`src/rtl/pifo_tree_driver_pkg.sv`:
```
// Shared types and widths for the PIFO tree driver slice.
package pifo_tree_driver_pkg;

    localparam int unsigned PTW = 16;
    localparam int unsigned MTW = 32;
    localparam int unsigned DW  = MTW + PTW;

    typedef logic [DW-1:0] pifo_word_t;

    typedef enum logic {
        ISSUE = 1'b0,
        GAP   = 1'b1
    } drv_state_t;

    typedef enum logic {
        RR_PUSH = 1'b0,
        RR_POP  = 1'b1
    } rr_t;

    // Priority field lives in the LSBs of a data word.
    function automatic logic [PTW-1:0] prio_of(pifo_word_t w);
        return w[PTW-1:0];
    endfunction

endpackage

```
`src/rtl/pifo_tree_driver_if.sv`:
```
// Enqueue, dequeue and tree-command bundle between classifier, consumer and PIFO tree.
interface pifo_tree_driver_if #(
    parameter int unsigned CTW = 10
);
    import pifo_tree_driver_pkg::*;

    logic             i_enq_valid;
    logic             o_enq_ready;
    pifo_word_t       i_enq_data;
    logic             i_deq_req;
    logic             o_deq_valid;
    logic             i_deq_ready;
    pifo_word_t       o_deq_data;
    logic             o_push;
    pifo_word_t       o_push_data;
    logic             o_pop;
    pifo_word_t       i_pop_data;
    logic [CTW-1:0]   o_count;
    logic             o_empty;
    logic             o_full;

    // Driver side.
    modport slave (
        input  i_enq_valid, i_enq_data, i_deq_req, i_deq_ready, i_pop_data,
        output o_enq_ready, o_deq_valid, o_deq_data, o_push, o_push_data,
        output o_pop, o_count, o_empty, o_full
    );

    // Environment side (classifier, consumer, tree).
    modport master (
        output i_enq_valid, i_enq_data, i_deq_req, i_deq_ready, i_pop_data,
        input  o_enq_ready, o_deq_valid, o_deq_data, o_push, o_push_data,
        input  o_pop, o_count, o_empty, o_full
    );

endinterface

```
`src/rtl/pifo_tree_driver_result_fifo.sv`:
```
// First-word-fall-through FIFO holding pop results until the consumer takes them.
module pifo_tree_driver_result_fifo
    import pifo_tree_driver_pkg::*;
#(
    parameter  int unsigned DEPTH = 4,
    localparam int unsigned CW    = $clog2(DEPTH) + 1
) (
    input  logic          clk_i,
    input  logic          rst_ni,
    input  logic          wr_i,
    input  pifo_word_t    wdata_i,
    input  logic          rd_i,
    output pifo_word_t    rdata_o,
    output logic [CW-1:0] count_o,
    output logic          empty_o,
    output logic          full_o
);

    localparam int unsigned AW = $clog2(DEPTH);

    pifo_word_t    mem_q [DEPTH];
    logic [AW-1:0] wptr_q;
    logic [AW-1:0] rptr_q;
    logic [CW-1:0] count_q;
    logic          rd_en;
    logic          wr_en;

    assign empty_o = (count_q == '0);
    assign full_o  = (count_q == CW'(DEPTH));
    assign count_o = count_q;
    assign rd_en   = rd_i && !empty_o;
    assign wr_en   = wr_i && (!full_o || rd_en);
    assign rdata_o = empty_o ? '0 : mem_q[rptr_q];

    // Storage array, no reset needed.
    always_ff @(posedge clk_i) begin
        if (wr_en) begin
            mem_q[wptr_q] <= wdata_i;
        end
    end

    // Pointers and occupancy; power-of-two depth lets pointers wrap naturally.
    always_ff @(posedge clk_i or negedge rst_ni) begin
        if (!rst_ni) begin
            wptr_q  <= '0;
            rptr_q  <= '0;
            count_q <= '0;
        end else begin
            if (wr_en) wptr_q <= wptr_q + AW'(1);
            if (rd_en) rptr_q <= rptr_q + AW'(1);
            count_q <= count_q + CW'(wr_en) - CW'(rd_en);
        end
    end

endmodule

```
`src/rtl/pifo_tree_driver.sv`:
```
// Spaces push/pop commands to the PIFO tree, tracks occupancy and buffers pop results.
module pifo_tree_driver
    import pifo_tree_driver_pkg::*;
#(
    parameter int unsigned CTW       = 10,
    parameter int unsigned CAPACITY  = 1023,
    parameter int unsigned OP_GAP    = 2,
    parameter int unsigned POP_LAT   = 1,
    parameter int unsigned OUT_DEPTH = 4
) (
    input  logic                i_clk,
    input  logic                i_arst_n,
    pifo_tree_driver_if.slave   bus
);

    localparam int unsigned GW       = (OP_GAP > 1) ? $clog2(OP_GAP) : 1;
    localparam int unsigned GAP_INIT = (OP_GAP > 1) ? OP_GAP - 2 : 0;
    localparam int unsigned IW       = $clog2(POP_LAT + 2);
    localparam int unsigned BCW      = $clog2(OUT_DEPTH) + 1;
    localparam int unsigned SW       = BCW + 1;

    drv_state_t         state_q;
    logic [GW-1:0]      gap_q;
    rr_t                rr_q;
    logic               push_q;
    logic               pop_q;
    pifo_word_t         push_data_q;
    logic [CTW-1:0]     count_q;
    logic [CTW-1:0]     count_d;
    logic               empty_q;
    logic               full_q;
    logic [POP_LAT-1:0] lat_q;
    logic [IW-1:0]      inflight_q;

    logic               push_el_c;
    logic               pop_el_c;
    logic               grant_push_c;
    logic               grant_pop_c;
    logic               credit_ok_c;
    logic [SW-1:0]      credit_sum_c;
    logic               pop_tail;
    logic [BCW-1:0]     buf_count;
    logic               buf_empty;
    logic               buf_full;
    logic               buf_rd;
    pifo_word_t         buf_rdata;

    assign pop_tail = lat_q[POP_LAT-1];
    assign buf_rd   = !buf_empty && bus.i_deq_ready;

    // Occupancy after the command currently on the tree bus lands.
    always_comb begin
        count_d = count_q;
        if (push_q) begin
            count_d = count_q + CTW'(1);
        end else if (pop_q) begin
            count_d = count_q - CTW'(1);
        end
    end

    // Eligibility and round-robin arbitration for the single command slot.
    always_comb begin
        credit_sum_c = SW'(inflight_q) + SW'(buf_count);
        credit_ok_c  = !buf_full && (credit_sum_c < SW'(OUT_DEPTH));
        push_el_c    = bus.i_enq_valid && (count_d != CTW'(CAPACITY)) && (state_q == ISSUE);
        pop_el_c     = bus.i_deq_req && (count_d != '0) && credit_ok_c && (state_q == ISSUE);
        grant_push_c = push_el_c && (!pop_el_c || (rr_q == RR_PUSH));
        grant_pop_c  = pop_el_c && !grant_push_c;
    end

    // Issue/gap sequencing between consecutive tree commands.
    always_ff @(posedge i_clk or negedge i_arst_n) begin
        if (!i_arst_n) begin
            state_q <= ISSUE;
            gap_q   <= '0;
        end else begin
            case (state_q)
                ISSUE: begin
                    if ((grant_push_c || grant_pop_c) && (OP_GAP > 1)) begin
                        state_q <= GAP;
                        gap_q   <= GW'(GAP_INIT);
                    end
                end
                GAP: begin
                    if (gap_q == '0) begin
                        state_q <= ISSUE;
                    end else begin
                        gap_q <= gap_q - GW'(1);
                    end
                end
                default: state_q <= ISSUE;
            endcase
        end
    end

    // Registered tree commands, occupancy, arbiter pointer and pop latency tracking.
    always_ff @(posedge i_clk or negedge i_arst_n) begin
        if (!i_arst_n) begin
            rr_q        <= RR_PUSH;
            push_q      <= 1'b0;
            pop_q       <= 1'b0;
            push_data_q <= '0;
            count_q     <= '0;
            empty_q     <= 1'b1;
            full_q      <= 1'b0;
            lat_q       <= '0;
            inflight_q  <= '0;
        end else begin
            push_q     <= grant_push_c;
            pop_q      <= grant_pop_c;
            count_q    <= count_d;
            empty_q    <= (count_d == '0);
            full_q     <= (count_d == CTW'(CAPACITY));
            lat_q      <= POP_LAT'({lat_q, pop_q});
            inflight_q <= inflight_q + IW'(grant_pop_c) - IW'(pop_tail);
            if (grant_push_c) begin
                push_data_q <= bus.i_enq_data;
                rr_q        <= RR_POP;
            end else if (grant_pop_c) begin
                rr_q        <= RR_PUSH;
            end
        end
    end

    pifo_tree_driver_result_fifo #(
        .DEPTH (OUT_DEPTH)
    ) u_result_fifo (
        .clk_i   (i_clk),
        .rst_ni  (i_arst_n),
        .wr_i    (pop_tail),
        .wdata_i (bus.i_pop_data),
        .rd_i    (buf_rd),
        .rdata_o (buf_rdata),
        .count_o (buf_count),
        .empty_o (buf_empty),
        .full_o  (buf_full)
    );

    assign bus.o_enq_ready = grant_push_c;
    assign bus.o_push      = push_q;
    assign bus.o_push_data = push_data_q;
    assign bus.o_pop       = pop_q;
    assign bus.o_count     = count_q;
    assign bus.o_empty     = empty_q;
    assign bus.o_full      = full_q;
    assign bus.o_deq_valid = !buf_empty;
    assign bus.o_deq_data  = buf_rdata;

endmodule

```
`src/flat_wrapper.sv`:
```
// flat-port wrapper written by rule: the top's interface ports become plain ports
module pifo_tree_driver_flat import pifo_tree_driver_pkg::*;
#(
    parameter int unsigned CTW       = 10,
    parameter int unsigned CAPACITY  = 1023,
    parameter int unsigned OP_GAP    = 2,
    parameter int unsigned POP_LAT   = 1,
    parameter int unsigned OUT_DEPTH = 4
)
  (i_clk, i_arst_n, bus_i_enq_valid, bus_i_enq_data, bus_i_deq_req, bus_i_deq_ready, bus_i_pop_data, bus_o_enq_ready, bus_o_deq_valid, bus_o_deq_data, bus_o_push, bus_o_push_data, bus_o_pop, bus_o_count, bus_o_empty, bus_o_full);
  pifo_tree_driver_if #(.CTW(CTW)) bus_i ();
  input  logic i_clk;
  input  logic i_arst_n;
  input wire logic [$bits(bus_i.i_enq_valid)-1:0] bus_i_enq_valid;
  input wire logic [$bits(bus_i.i_enq_data)-1:0] bus_i_enq_data;
  input wire logic [$bits(bus_i.i_deq_req)-1:0] bus_i_deq_req;
  input wire logic [$bits(bus_i.i_deq_ready)-1:0] bus_i_deq_ready;
  input wire logic [$bits(bus_i.i_pop_data)-1:0] bus_i_pop_data;
  output wire logic [$bits(bus_i.o_enq_ready)-1:0] bus_o_enq_ready;
  output wire logic [$bits(bus_i.o_deq_valid)-1:0] bus_o_deq_valid;
  output wire logic [$bits(bus_i.o_deq_data)-1:0] bus_o_deq_data;
  output wire logic [$bits(bus_i.o_push)-1:0] bus_o_push;
  output wire logic [$bits(bus_i.o_push_data)-1:0] bus_o_push_data;
  output wire logic [$bits(bus_i.o_pop)-1:0] bus_o_pop;
  output wire logic [$bits(bus_i.o_count)-1:0] bus_o_count;
  output wire logic [$bits(bus_i.o_empty)-1:0] bus_o_empty;
  output wire logic [$bits(bus_i.o_full)-1:0] bus_o_full;
  assign bus_i.i_enq_valid = bus_i_enq_valid;
  assign bus_i.i_enq_data = bus_i_enq_data;
  assign bus_i.i_deq_req = bus_i_deq_req;
  assign bus_i.i_deq_ready = bus_i_deq_ready;
  assign bus_i.i_pop_data = bus_i_pop_data;
  assign bus_o_enq_ready = bus_i.o_enq_ready;
  assign bus_o_deq_valid = bus_i.o_deq_valid;
  assign bus_o_deq_data = bus_i.o_deq_data;
  assign bus_o_push = bus_i.o_push;
  assign bus_o_push_data = bus_i.o_push_data;
  assign bus_o_pop = bus_i.o_pop;
  assign bus_o_count = bus_i.o_count;
  assign bus_o_empty = bus_i.o_empty;
  assign bus_o_full = bus_i.o_full;
  pifo_tree_driver #(.CTW(CTW), .CAPACITY(CAPACITY), .OP_GAP(OP_GAP), .POP_LAT(POP_LAT), .OUT_DEPTH(OUT_DEPTH)) u_core (.i_clk(i_clk), .i_arst_n(i_arst_n), .bus(bus_i));
endmodule
```
`config.mk`:
```
export PLATFORM = sky130hd
export DESIGN_NAME = pifo_tree_driver_flat
export DESIGN_NICKNAME = d
export VERILOG_FILES = /design/src/rtl/pifo_tree_driver_pkg.sv /design/src/rtl/pifo_tree_driver_if.sv /design/src/rtl/pifo_tree_driver_result_fifo.sv /design/src/rtl/pifo_tree_driver.sv /design/src/flat_wrapper.sv
export SDC_FILE = /design/constraint.sdc
export NUM_CORES = 1
export LEC_CHECK = 0
export CAP_MARGIN = 25
export CORE_ASPECT_RATIO = 0.9
export CORE_MARGIN = 2
export CORE_UTILIZATION = 52
export CTS_CLUSTER_SIZE = 25
export DETAILED_ROUTE_END_ITERATION = 6
export DONT_BUFFER_PORTS = 1
export HOLD_SLACK_MARGIN = 0.05
export PLACE_DENSITY = 0.67
export RECOVER_POWER = 50
export SETUP_SLACK_MARGIN = 0.4
export SYNTH_ARGS = -nofsm -noshare
export SYNTH_HDL_FRONTEND = slang
export SYNTH_HIERARCHICAL = 1
export SYNTH_SLANG_ARGS = --single-unit
```
`constraint.sdc`:
```
create_clock -name i_clk -period 3.8 [get_ports i_clk]
set_input_delay 0.57 -clock i_clk [delete_from_list [all_inputs] [get_ports i_clk]]
set_output_delay 0.57 -clock i_clk [all_outputs]
set_load 0.1 [all_outputs]
```
==> impl_results.html, run 1 <==
<table>
<tr><th>Metric</th><th>Value</th></tr>
<tr><th colspan="2">Setup path</th></tr>
<tr><td>Worst R2R End</td><td>u_core/inflight_q[1]</td></tr>
<tr><td>Setup CP Type</td><td>flip-flop to primary output</td></tr>
<tr><td>Data arrival time at the worst-slack endpoint</td><td>3170 ps</td></tr>
<tr><td>Crit start category</td><td>flip-flop</td></tr>
<tr><td>Slowest library cell on the worst path</td><td>sky130_fd_sc_hd__dfrtp_4</td></tr>
<tr><td>Critical path capture point</td><td>bus_o_enq_ready</td></tr>
<tr><td>Reg-to-reg setup timing slack</td><td>350 ps</td></tr>
<tr><td>CP max FO</td><td>7</td></tr>
<tr><td>Worst path most repeated cell</td><td>sky130_fd_sc_hd__buf_4</td></tr>
<tr><td>Depth of the worst register-to-register path</td><td>16</td></tr>
<tr><td>Kind of end point of the critical path</td><td>primary output</td></tr>
<tr><td>Worst Path Required</td><td>3230 ps</td></tr>
<tr><td>Critical Path Max Stage Delay</td><td>510 ps</td></tr>
<tr><td>Critical Path Start</td><td>u_core/bus.o_count[0]</td></tr>
<tr><td>Startpoint of the most critical register-to-register path</td><td>u_core/bus.o_count[0]</td></tr>
<tr><td>CP cell instances</td><td>inv_1 &gt; ha_1 &gt; nand3b_1 &gt; buf_4 &gt; buf_4 &gt; nor3_2 &gt; o211ai_4 &gt; buf_4 &gt; nor4_4 &gt; a2111oi_4 &gt; buf_4 &gt; buf_16</td></tr>
<tr><th colspan="2">Placed design</th></tr>
<tr><td>Routability congestion estimate</td><td>0.829</td></tr>
<tr><td>Hpwl dp</td><td>12600 um</td></tr>
<tr><td>Port-buffer cells</td><td>0</td></tr>
<tr><td>Standard cell area after detailed placement</td><td>0.0117 mm2</td></tr>
<tr><th colspan="2">CTS</th></tr>
<tr><td>Clk buf depth</td><td>3</td></tr>
<tr><td>Total clock buffers created by CTS</td><td>26</td></tr>
<tr><td>Clock insertion delay at the later pin of the skew report</td><td>530 ps</td></tr>
<tr><td>Clock slew seen by the registers of the worst setup and hold paths</td><td>70 ps</td></tr>
<tr><td>Root buffer cell</td><td>sky130_fd_sc_hd__clkbuf_16</td></tr>
<tr><td>Clock tree from TritonCTS</td><td>done</td></tr>
<tr><td>Clk sink count</td><td>266</td></tr>
<tr><td>Clock H-tree levels</td><td>1</td></tr>
<tr><th colspan="2">Timing</th></tr>
<tr><td>Sum Neg Setup Slack</td><td>0 ps</td></tr>
<tr><td>Worst-margin pin slew</td><td>1790 ps</td></tr>
<tr><td>Endpoints failing setup</td><td>0</td></tr>
<tr><td>Fraction of the cycle the final worst path needs</td><td>0.984</td></tr>
<tr><td>Final number of max-transition violations</td><td>75</td></tr>
<tr><td>Number of endpoints with negative hold slack in the final report</td><td>0</td></tr>
<tr><td>Period minus WS final</td><td>3740 ps</td></tr>
<tr><td>Rel. slew slack</td><td>-0.196</td></tr>
<tr><td>RSZ-0062 raised after global routing</td><td>true</td></tr>
<tr><td>Timing-limited maximum frequency</td><td>0.267 GHz</td></tr>
<tr><td>Post-Route Skew</td><td>28.9 ps</td></tr>
<tr><td>Smallest hold slack</td><td>126 ps</td></tr>
<tr><th colspan="2">Floorplanning</th></tr>
<tr><td>Floorplan row count</td><td>50</td></tr>
<tr><td>Starting Density</td><td>0.528</td></tr>
<tr><td>Die boundary width</td><td>157 um</td></tr>
<tr><td>Vertical die dimension</td><td>142 um</td></tr>
<tr><td>Core footprint</td><td>0.0207 mm2</td></tr>
<tr><td>Number of top-level pins</td><td>213</td></tr>
<tr><td>Area of the die</td><td>0.0222 mm2</td></tr>
<tr><th colspan="2">Logic synthesis</th></tr>
<tr><td>Post-Syn Nets</td><td>672</td></tr>
<tr><td>Distinct cells, synth</td><td>61</td></tr>
<tr><td>Synth Cell Area</td><td>0.0109 mm2</td></tr>
<tr><td>Predominant post-synthesis flop cell</td><td>sky130_fd_sc_hd__edfxtp_1</td></tr>
<tr><td>Adder and majority cell fraction of the synthesized area</td><td>0.0133</td></tr>
<tr><td>Count of flip-flops with a built-in enable after synthesis</td><td>192</td></tr>
<tr><td>Synth Instances</td><td>560</td></tr>
<tr><td>Dominant combinational cell family by area after synthesis</td><td>multiplexers</td></tr>
<tr><td>Fraction of synthesized area in multiplexers</td><td>0.167</td></tr>
<tr><td>Mean Syn Cell Area</td><td>19.5 um2</td></tr>
<tr><td>Share of flip-flops with an asynchronous set or reset after synthesis</td><td>0.278</td></tr>
<tr><td>Number of synthesized register bits</td><td>266</td></tr>
<tr><td>Yosys warnings</td><td>6</td></tr>
<tr><td>Xor/xnor cell area share of the yosys netlist</td><td>0.00961</td></tr>
<tr><td>Part of the Yosys area used for sequential elements</td><td>0.697</td></tr>
<tr><td>Synthesized-area fraction occupied by ao, oa, aoi and oai cells</td><td>0.0177</td></tr>
<tr><td>Synth Area in Simple Gates</td><td>0.0655</td></tr>
<tr><th colspan="2">GRT</th></tr>
<tr><td>Vias in the first global route</td><td>5804</td></tr>
<tr><td>Global router's overall resource usage</td><td>0.182</td></tr>
<tr><td>Largest net degree at the start of global routing</td><td>75</td></tr>
<tr><td>Global-route wire length before repair</td><td>31200 um</td></tr>
<tr><td>Antenna violations before repair</td><td>1</td></tr>
<tr><td>Final global-route overflow total</td><td>0</td></tr>
<tr><th colspan="2">Route</th></tr>
<tr><td>Via/cell ratio</td><td>5.49</td></tr>
<tr><td>Post-route ant nets</td><td>0</td></tr>
<tr><td>First-pass iteration count of the detailed router</td><td>4</td></tr>
<tr><td>Count of unresolved DRC violations after routing</td><td>0</td></tr>
<tr><td>Routed length per placed instance</td><td>21.7 um</td></tr>
<tr><td>Routed WL</td><td>20700 um</td></tr>
<tr><td>Vias post-DR</td><td>5243</td></tr>
<tr><td>Detailed router's first-iteration violation count</td><td>316</td></tr>
<tr><th colspan="2">Flow run</th></tr>
<tr><td>Max-cap violations</td><td>1</td></tr>
<tr><th colspan="2">Finish</th></tr>
<tr><td>Layout filler cell count</td><td>1484</td></tr>
<tr><td>Fraction of layout cells with a size suffix above 1</td><td>0.398</td></tr>
<tr><td>Area of all placed cells without fillers</td><td>0.0128 mm2</td></tr>
<tr><td>Most frequent standard cell in the layout excluding fill and tap cells</td><td>sky130_fd_sc_hd__edfxtp_1</td></tr>
<tr><td>Commonest non-fill, non-tap cells in the layout</td><td>sky130_fd_sc_hd__edfxtp_1 (192), sky130_fd_sc_hd__buf_4 (67), sky130_fd_sc_hd__dfrtp_1 (62)</td></tr>
<tr><td>Total number of nets in the final design</td><td>760</td></tr>
<tr><td>Layout overhead on the synthesized area</td><td>17.3%</td></tr>
<tr><th colspan="2">Worst hold path</th></tr>
<tr><td>Hold/Removal Path Class</td><td>primary input to flip-flop</td></tr>
<tr><td>Hold path cells</td><td>0</td></tr>
<tr><th colspan="2">Outcome</th></tr>
<tr><td>Outcome</td><td>finished with violations</td></tr>
<tr><td>Violated checks</td><td>capacitance limit, slew limit</td></tr>
</table>
-- area by class of cell --
class / instances / area, um2 / area share
flip-flops and latches: 266 / 7640 / 0.596
clock inverters: 7 / 73.8 / 0.00576
multi-input cells: 251 / 3100 / 0.242
inverters: 15 / 56.3 / 0.00439
repair buffers: 88 / 790 / 0.0616
diodes: 1 / 2.50 / 0.000195
well taps: 286 / 358 / 0.0279
clock buffers: 41 / 800 / 0.0623
-- cell families after synthesis --
logic type,after synthesis
compound gates,23
fa+ha+maj,11
buf+inv,43
simple gates,107
flops,266
mux,98
xor+xnor,12
-- sequential cells by signal, indices dropped and copies added, names as in the netlist, 2 cells and up --
signal,count
u_core/bus.o_count,10
u_core/u_result_fifo/mem_q,192
u_core/u_result_fifo/count_o,3
u_core/u_result_fifo/rptr_q,2
u_core/bus.o_push_data,48
u_core/inflight_q,2
u_core/u_result_fifo/wptr_q,2
-- worst min path at each step --
stage,from,to
floorplan,i_arst_n,u_core/bus.o_count[1]
CTS,bus_i_pop_data[2],u_core/u_result_fifo/mem_q[2][2]
detailed placement,i_arst_n,u_core/bus.o_count[0]
global route,bus_i_pop_data[4],u_core/u_result_fifo/mem_q[0][4]
global placement,i_arst_n,u_core/bus.o_count[5]
finish,bus_i_pop_data[29],u_core/u_result_fifo/mem_q[3][29]
-- critical path, delay by kind of cell (launching register included) --
kind	cells	cell delay [ps]
buf+inv	6	910
compound gates	2	220
flops	1	510
simple gates	3	810
fa+ha+maj	1	180
-- per-stage QoR --
| step | instances | util | worst slack (ps) |
|---|---|---|---|
| floorplan | 560 | - | 240 |
| global placement | 888 | 0.565 | 395 |
| detailed placement | 888 | 0.565 | 326 |
| finish | 955 | 0.619 | 59.4 |
| CTS | 952 | 0.617 | 106 |
| global route | 954 | 0.619 | -45.1 |
-- per-layer routing --
metal / wire, um / part of all wire / vias to the layer above / GRT usage
met1: 8210 / 0.40 / 2645 / 0.226
met3: 1780 / 0.086 / 37 / 0.0538
met4: 472 / 0.023 / 0 / 0.0560
met5: 0 / 0 / - / 0
li1: - / - / 2335 / -
met2: 10200 / 0.49 / 226 / 0.310
-- cells in the mapped netlist, types with 4 or more instances --
library cell | instances | share of area
sky130_fd_sc_hd__ha_1 | 10 | 0.011
sky130_fd_sc_hd__buf_2 | 6 | 0.0027
sky130_fd_sc_hd__nor3_1 | 5 | 0.0023
sky130_fd_sc_hd__xnor2_1 | 9 | 0.0072
sky130_fd_sc_hd__clkbuf_1 | 5 | 0.0017
sky130_fd_sc_hd__mux4_2 | 48 | 0.099
sky130_fd_sc_hd__and2_1 | 52 | 0.030
sky130_fd_sc_hd__edfxtp_1 | 192 | 0.53
sky130_fd_sc_hd__o21ai_0 | 5 | 0.0023
sky130_fd_sc_hd__buf_12 | 5 | 0.0092
sky130_fd_sc_hd__a21oi_1 | 4 | 0.0018
sky130_fd_sc_hd__mux2_4 | 48 | 0.066
sky130_fd_sc_hd__nand3_1 | 7 | 0.0032
sky130_fd_sc_hd__dfrtp_1 | 73 | 0.17
sky130_fd_sc_hd__inv_1 | 15 | 0.0052
sky130_fd_sc_hd__buf_6 | 7 | 0.0072
-- repair_timing --
action / CTS / global route
endpoints found under the hold margin: 74 / 0
gates cloned: 0 / 2
endpoints found under the setup margin: 50 / 50
setup buffers: 14 / 0
pin swaps: 10 / 7
resized for setup: 15 / 10
hold buffers: 2 / 0
Power of run 1 is left out: the tool's default activity adds up to more than one toggle a clock period on the data nets, which glitch-free logic cannot reach.
==> inputs of run 2 (changes only) <==
ABC_CLOCK_PERIOD_IN_PS = 3800   (was unset)
==> results of run 2 <==
No change in the layout: final DEF, timing and power equal those of run 1.
Power of run 2 is left out for the same reason.
